File: config.mk
export PLATFORM = sky130hd
export DESIGN_NAME = uart_tx_arbiter
export DESIGN_NICKNAME = d
export VERILOG_FILES = /design/src/rtl/uart_pkg.sv /design/src/rtl/rr_pick.sv /design/src/rtl/uart_tx_arbiter.sv
export SDC_FILE = /design/constraint.sdc
export NUM_CORES = 1
export LEC_CHECK = 0
export BUFFER_PORTS_ARGS = -buffer_cell sky130_fd_sc_hd__buf_2
export CAP_MARGIN = 20
export CORE_MARGIN = 10
export CORE_UTILIZATION = 36
export DETAILED_ROUTE_END_ITERATION = 12
export PLACE_DENSITY = 0.57
export SLEW_MARGIN = 5
export SYNTH_ARGS = -nofsm -noshare
export SYNTH_HDL_FRONTEND = slang
export SYNTH_HIERARCHICAL = 1
export SYNTH_SLANG_ARGS = --single-unit
File: constraint.sdc
create_clock -name clk_i -period 4 [get_ports clk_i]
set_input_delay 0.6 -clock clk_i [delete_from_list [all_inputs] [get_ports clk_i]]
set_output_delay 0.6 -clock clk_i [all_outputs]
set_load 0.05 [all_outputs]
File: src/rtl/uart_pkg.sv
// Shared types and helpers for the UART transmit arbiter.
// No logic, so no latency.
// No flow control of its own.
package uart_pkg;

  // Arbiter FSM states
  typedef enum logic [2:0] {
    ARB       = 3'd0,
    START     = 3'd1,
    WAIT_BUSY = 3'd2,
    WAIT_DONE = 3'd3,
    LOCKED    = 3'd4
  } arb_state_e;

  localparam int WORD_SIZE_DEF = 8;

  // Ceiling log2, usable in parameter expressions
  function automatic int clog2(input int value);
    int r;
    r = 0;
    for (int i = 0; i < 31; i++) begin
      if ((1 << i) < value) r = i + 1;
    end
    return r;
  endfunction

endpackage

File: src/rtl/rr_pick.sv
// Round-robin pick: first set bit of valid_i searching upward from ptr_i with wrap.
// Purely combinational, zero cycles.
// No backpressure; the caller decides whether the winner is served.
module rr_pick
  import uart_pkg::*;
#(
  parameter int NUM_REQ = 4
) (
  input  logic [NUM_REQ-1:0]        valid_i,
  input  logic [clog2(NUM_REQ)-1:0] ptr_i,
  output logic [clog2(NUM_REQ)-1:0] win_o,
  output logic                      any_o
);

  localparam int IDW = clog2(NUM_REQ);

  logic [IDW-1:0] cand;

  // Walk offsets from farthest to nearest so the nearest valid requester is written last and wins
  always_comb begin
    win_o = '0;
    any_o = 1'b0;
    cand  = '0;
    for (int k = NUM_REQ - 1; k >= 0; k--) begin
      cand = IDW'((int'(ptr_i) + k) % NUM_REQ);
      if (valid_i[cand]) begin
        any_o = 1'b1;
        win_o = cand;
      end
    end
  end

endmodule

File: src/rtl/uart_tx_arbiter.sv
// Shares one UART transmitter between NUM_REQ byte producers, round-robin with frame lock and ack watchdog.
// Accept in cycle T gives tx_start in T+1; minimum turnaround 4 cycles plus transmitter busy time.
// req_ready is combinational and only offered in ARB/LOCKED while tx_busy is low; locked frames stall others.
module uart_tx_arbiter
  import uart_pkg::*;
#(
  parameter int NUM_REQ     = 4,
  parameter int WORD_SIZE   = WORD_SIZE_DEF,
  parameter int ACK_TIMEOUT = 15
) (
  input  logic                          clk_i,
  input  logic                          rst_ni,
  input  logic [NUM_REQ-1:0]            req_valid_i,
  input  logic [NUM_REQ*WORD_SIZE-1:0]  req_data_i,
  input  logic [NUM_REQ-1:0]            req_last_i,
  output logic [NUM_REQ-1:0]            req_ready_o,
  output logic [WORD_SIZE-1:0]          tx_data_o,
  output logic                          tx_start_o,
  input  logic                          tx_busy_i,
  output logic [clog2(NUM_REQ)-1:0]     grant_id_o,
  output logic                          grant_active_o,
  output logic                          err_timeout_o
);

  localparam int IDW  = clog2(NUM_REQ);
  localparam int CNTW = 8;

  arb_state_e           state_q;
  logic [IDW-1:0]       rr_ptr_q;
  logic [IDW-1:0]       grant_id_q;
  logic                 locked_q;
  logic [WORD_SIZE-1:0] tx_data_q;
  logic                 tx_start_q;
  logic                 err_timeout_q;
  logic [CNTW-1:0]      cnt_q;
  logic [CNTW-1:0]      cnt_d;
  logic [IDW-1:0]       rr_ptr_d;

  logic [IDW-1:0]       win_idx;
  logic                 win_any;
  logic [IDW-1:0]       sel_idx;
  logic                 xfer;
  logic [WORD_SIZE-1:0] data_arr [NUM_REQ];

  for (genvar g = 0; g < NUM_REQ; g++) begin : g_unpack
    assign data_arr[g] = req_data_i[g*WORD_SIZE +: WORD_SIZE];
  end

  rr_pick #(
    .NUM_REQ (NUM_REQ)
  ) u_pick (
    .valid_i (req_valid_i),
    .ptr_i   (rr_ptr_q),
    .win_o   (win_idx),
    .any_o   (win_any)
  );

  // Next round-robin start is the requester after the last owner, wrapping explicitly for non-power-of-two counts
  assign rr_ptr_d = (grant_id_q == IDW'(NUM_REQ - 1)) ? '0 : grant_id_q + IDW'(1);
  assign cnt_d    = cnt_q + CNTW'(1);
  assign sel_idx  = (state_q == LOCKED) ? grant_id_q : win_idx;
  assign xfer     = |req_ready_o;

  // Ready is one-hot: round-robin winner in ARB, only the lock owner in LOCKED, nothing while the transmitter is busy or in reset
  always_comb begin
    req_ready_o = '0;
    if (rst_ni && !tx_busy_i) begin
      if (state_q == ARB) begin
        if (win_any) req_ready_o[win_idx] = 1'b1;
      end else if (state_q == LOCKED) begin
        req_ready_o[grant_id_q] = req_valid_i[grant_id_q];
      end
    end
  end

  // Arbiter FSM with watchdog and registered transmitter-side outputs
  always_ff @(posedge clk_i or negedge rst_ni) begin
    if (!rst_ni) begin
      state_q       <= ARB;
      rr_ptr_q      <= '0;
      grant_id_q    <= '0;
      locked_q      <= 1'b0;
      tx_data_q     <= '0;
      tx_start_q    <= 1'b0;
      err_timeout_q <= 1'b0;
      cnt_q         <= '0;
    end else begin
      tx_start_q    <= 1'b0;
      err_timeout_q <= 1'b0;
      case (state_q)
        ARB, LOCKED: begin
          if (xfer) begin
            tx_data_q  <= data_arr[sel_idx];
            grant_id_q <= sel_idx;
            locked_q   <= ~req_last_i[sel_idx];
            tx_start_q <= 1'b1;
            state_q    <= START;
          end
        end
        START: begin
          cnt_q   <= '0;
          state_q <= WAIT_BUSY;
        end
        WAIT_BUSY: begin
          if (tx_busy_i) begin
            state_q <= WAIT_DONE;
          end else begin
            cnt_q <= cnt_d;
            // Transmitter never acknowledged: drop the byte and release any lock
            if (cnt_q == CNTW'(ACK_TIMEOUT - 1)) begin
              err_timeout_q <= 1'b1;
              locked_q      <= 1'b0;
              rr_ptr_q      <= rr_ptr_d;
              state_q       <= ARB;
            end
          end
        end
        WAIT_DONE: begin
          if (!tx_busy_i) begin
            if (locked_q) begin
              state_q <= LOCKED;
            end else begin
              rr_ptr_q <= rr_ptr_d;
              state_q  <= ARB;
            end
          end
        end
        default: state_q <= ARB;
      endcase
    end
  end

  assign tx_data_o      = tx_data_q;
  assign tx_start_o     = tx_start_q;
  assign grant_id_o     = grant_id_q;
  assign grant_active_o = (state_q != ARB);
  assign err_timeout_o  = err_timeout_q;

endmodule
==> out/summary.md <==
• **Period minus WS final** 2.921 ns
• **highest clock rate** 342.4 MHz
• **final wirelength** 5388 µm
• **Clock Pin Slew Worst Setup and Hold Paths** 0.09 ns
• **CP Max Fanout** 13
• **Worst Skew** 0.002764 ns
• **pin slew with the least headroom to its limit** 0.7273 ns
• **RR Endpoint** tx_data_o[4]
• **sequential area share after synthesis** 33.44%
• **list of cells traversed by the critical path** nor3_1 > nand3_1 > o31ai_1 > buf_2
• **residual DRC count** 0
• **aggregate global routing overflow** 0
• **die boundary width** 93.52 µm
• **die area** 8745 µm²
• **critical path's top delay family** simple AND/OR/NAND/NOR gates
• **Routed met1 length** 2401 µm
• **clock tree from TritonCTS** yes
• **Slew Viols, Final** 0
• **HPWL Detailed** 4149 µm
• **count of warnings emitted by yosys** 6
• **total via count after detailed routing** 1,729
• **TritonRoute pass-1 iters** 4
• **CTS Buffer Depth** 2
• **Syn Area/Cell** 9.680 µm²
• **number of standard cells in the final layout excluding fillers** 324
• **cell row count** 26
• **CP Buf/Inv Count** 1
• **Max stage delay cell, worst path** sky130_fd_sc_hd__dfrtp_1
• **Final Hold Fails** 0
• **length of routed met3 wiring** 317 µm
• **Filler Cell Count** 529
• **top layer used by detailed routing** met4
• **reported max-cap violation count** 0
• **first-pass GRT wire length** 8666 µm
• **Post-Route Hold Slack** 0.3441 ns
• **power per unit of standard cell area** 632.1 nW/µm²
• **residual antenna-violating net count after detailed routing** 0
• **path type of the worst setup path** reg2out
• **delay of the slowest cell on the worst path** 0.55 ns
• **GRT Resource Usage Total** 12.01%
• **setup repair after global routing missed its margin** no
• **summed instance area of the synthesized netlist** 1946 µm²
• **clock latency of the later-clocked register in the worst-skew pair** 0.27 ns
• **wire length on met2** 2631 µm
• **flip-flop and latch count after synthesis** 26
• **number of buffers created by CTS** 3
• **root buf cell** sky130_fd_sc_hd__clkbuf_8
• **sum of negative setup slack** 0 ns
• **highest ir drop seen on vdd** 0.0002335 V
• **via count of the first global-routing pass** 1,742
• **number of clock sinks** 26
• **fraction of the cycle the final worst path needs** 73.02%
• **top_reg_cell synth** sky130_fd_sc_hd__dfrtp_1
• **CTS HTree Levels** 1
• **post-synthesis async set-or-reset flop share** 100.0%
• **ratio of cells with drive above 1 in the final layout** 33.07%
• **result of the run** finished, final reports clean
• **Post-CTS Repair Setup Buffers** 0
• **Worst setup startpoint** state_q[0]
• **post-layout power** 0.001454 W
• **number of buffers inserted by port buffering** 59
• **# hold bufs at CTS** 0
• **I/O pin count** 60
• **class of the worst hold path** in2async
• **vertical extent of the die** 93.52 µm
• **pin count of the biggest net entering global routing** 27
• **placed instance count** 321
• **number of antenna violations at the first check in global routing** 0
• **reg-to-reg setup timing slack** 1.58 ns
• **Crit Reg-Reg Startpoint** rr_ptr_q[1]
• **number of flops mapped to enable cells by yosys** 0
• **endpoint of the most critical setup path** req_ready_o[0]
• **Resized cells post-CTS** 0
• **Netlist cell types** 46
• **Worst EP required** 3.40 ns
• **critical path capture point type** output port
• **kind of start point of the critical path** flop
• **final count of negative-setup-slack endpoints** 0
• **Final Wtd Congestion** 0.7887
• **Floorplan Core Area** 5172 µm²
• **worst reg-to-reg path cell count** 5
• **via density per instance** 5.336
• **gate count of the mapped netlist** 201
• **detailed router's first-iteration violation count** 74
• **remaining max-slew budget at the tightest pin** 51.40%
• **leakage dissipation** 1.089 nW
• **Crit. path cell count** 4
• **Area Growth Syn to Fin** 18.26%
• **drt wl/cell** 16.63 µm
• **Antenna Diode Count** 0
• **net count of the finished layout** 305
• **post-synthesis net count** 250
• **CP arrival** 2.32 ns
• **initial cell density of the core** 37.61%
[cell families (layout without fill, tap and decap cells)]
logic type,count (synthesis),in the layout,synth area share [%]
adder cells (fa/ha/maj),6,6,3.858
flip-flops,26,26,33.44
XOR/XNOR,6,6,2.701
AO/OA/AOI/OAI,53,53,23.66
multiplexers,7,7,5.080
AND/OR/NAND/NOR,84,84,25.40
buffers and inverters,19,72,5.852
[Yosys cell counts (2+ instances only)]
master,count,area share [%]
sky130_fd_sc_hd__mux2_2,3,1.7
sky130_fd_sc_hd__nor3b_1,2,0.77
sky130_fd_sc_hd__o21ai_0,8,2.1
sky130_fd_sc_hd__nand2_1,12,2.3
sky130_fd_sc_hd__xor2_1,6,2.7
sky130_fd_sc_hd__a21oi_1,6,1.5
sky130_fd_sc_hd__a221oi_1,6,2.7
sky130_fd_sc_hd__and3_1,4,1.3
sky130_fd_sc_hd__nor2_1,14,2.7
sky130_fd_sc_hd__dfrtp_1,26,33
sky130_fd_sc_hd__o2111ai_1,2,0.90
sky130_fd_sc_hd__nor2b_1,21,6.8
sky130_fd_sc_hd__a221oi_2,10,7.7
sky130_fd_sc_hd__o31ai_1,9,3.5
sky130_fd_sc_hd__inv_1,8,1.5
sky130_fd_sc_hd__clkbuf_1,4,0.77
sky130_fd_sc_hd__a31oi_1,2,0.64
sky130_fd_sc_hd__nor3_1,2,0.51
sky130_fd_sc_hd__buf_6,3,1.7
sky130_fd_sc_hd__o211ai_1,2,0.77
sky130_fd_sc_hd__nand2b_1,3,0.96
sky130_fd_sc_hd__and4b_1,2,1.0
sky130_fd_sc_hd__ha_1,6,3.9
sky130_fd_sc_hd__a211oi_1,2,0.77
sky130_fd_sc_hd__nand3_1,13,3.3
sky130_fd_sc_hd__buf_2,3,0.77
sky130_fd_sc_hd__mux2i_1,2,1.0
sky130_fd_sc_hd__nand4_1,2,0.64
[worst register-to-register path: stages (launching register included)]
cell,delay (ns)
sky130_fd_sc_hd__dfrtp_1,0.44
sky130_fd_sc_hd__mux2i_1,0.16
sky130_fd_sc_hd__a211oi_2,0.52
sky130_fd_sc_hd__nand2_1,0.58
sky130_fd_sc_hd__a221oi_1,0.49
sky130_fd_sc_hd__o31ai_1,0.12
[flip-flops by register name (all words and copies together), names as in the netlist]
register,cells
cnt_q,8
err_timeout_o,1
grant_id_o,2
locked_q,1
rr_ptr_q,2
state_q,3
tx_data_o,8
tx_start_o,1
[stage by stage]
step	instance area, µm²	util (%)	setup WS, ns
floorplan	1946	-	0.9800
global placement	2260	43.69	1.324
detailed placement	2260	43.69	1.253
CTS	2301	44.48	1.060
global route	2301	44.48	0.7970
finish	2301	44.48	1.079
[layout make-up]
class | instances | area (µm²) | share of cell area [%]
tap | 70 | 87.58 | 3.806
multi-input combinational | 156 | 1181 | 51.33
sequential | 26 | 650.6 | 28.28
inverter | 8 | 30.03 | 1.305
clock buffer | 3 | 41.29 | 1.794
timing repair buffer | 61 | 310.3 | 13.49
[cells in the final DEF, fill, tap and decap left out, drive strengths merged, types with 2 or more instances in the layout]
master	synthesis	layout
nor2	14	14
xor2	6	6
and4b	2	2
dfrtp	26	26
o31ai	9	9
nand2b	3	3
nor3b	3	3
nor3	2	2
mux2	3	3
o2111ai	2	2
nor2b	21	21
a31oi	2	2
ha	6	6
clkbuf	4	3
o21ai	8	8
a21oi	6	6
a211oi	3	3
nand2	12	12
a221oi	16	16
o211ai	2	2
inv	8	8
nand3	13	13
nand4	2	2
and3	4	4
mux2i	3	3
buf	7	61
[per-layer routing]
layer / track usage, % / up-vias
met5: 0 / -
met4: 3.856 / 0
met3: 3.277 / 2
met2: 19.66 / 41
met1: 14.88 / 824
li1: - / 862
[worst min-delay path by stage]
stage | start | slack [ns] | endpoint
floorplan | rst_ni | 0.30 | cnt_q[0]
global placement | tx_data_o[5] | 0.48 | tx_data_o[5]
detailed placement | tx_data_o[2] | 0.49 | tx_data_o[2]
CTS | rst_ni | 0.35 | cnt_q[5]
global route | rst_ni | 0.36 | cnt_q[0]
finish | rst_ni | 0.34 | tx_data_o[3]
[report_power, final]
group / internal [W] / switching, W
logic: 0.000285 / 0.000550
clock network: 0.0000675 / 0.0000796
registers: 0.000349 / 0.000123
No activity file was read; power rests on OpenSTA's default activity.
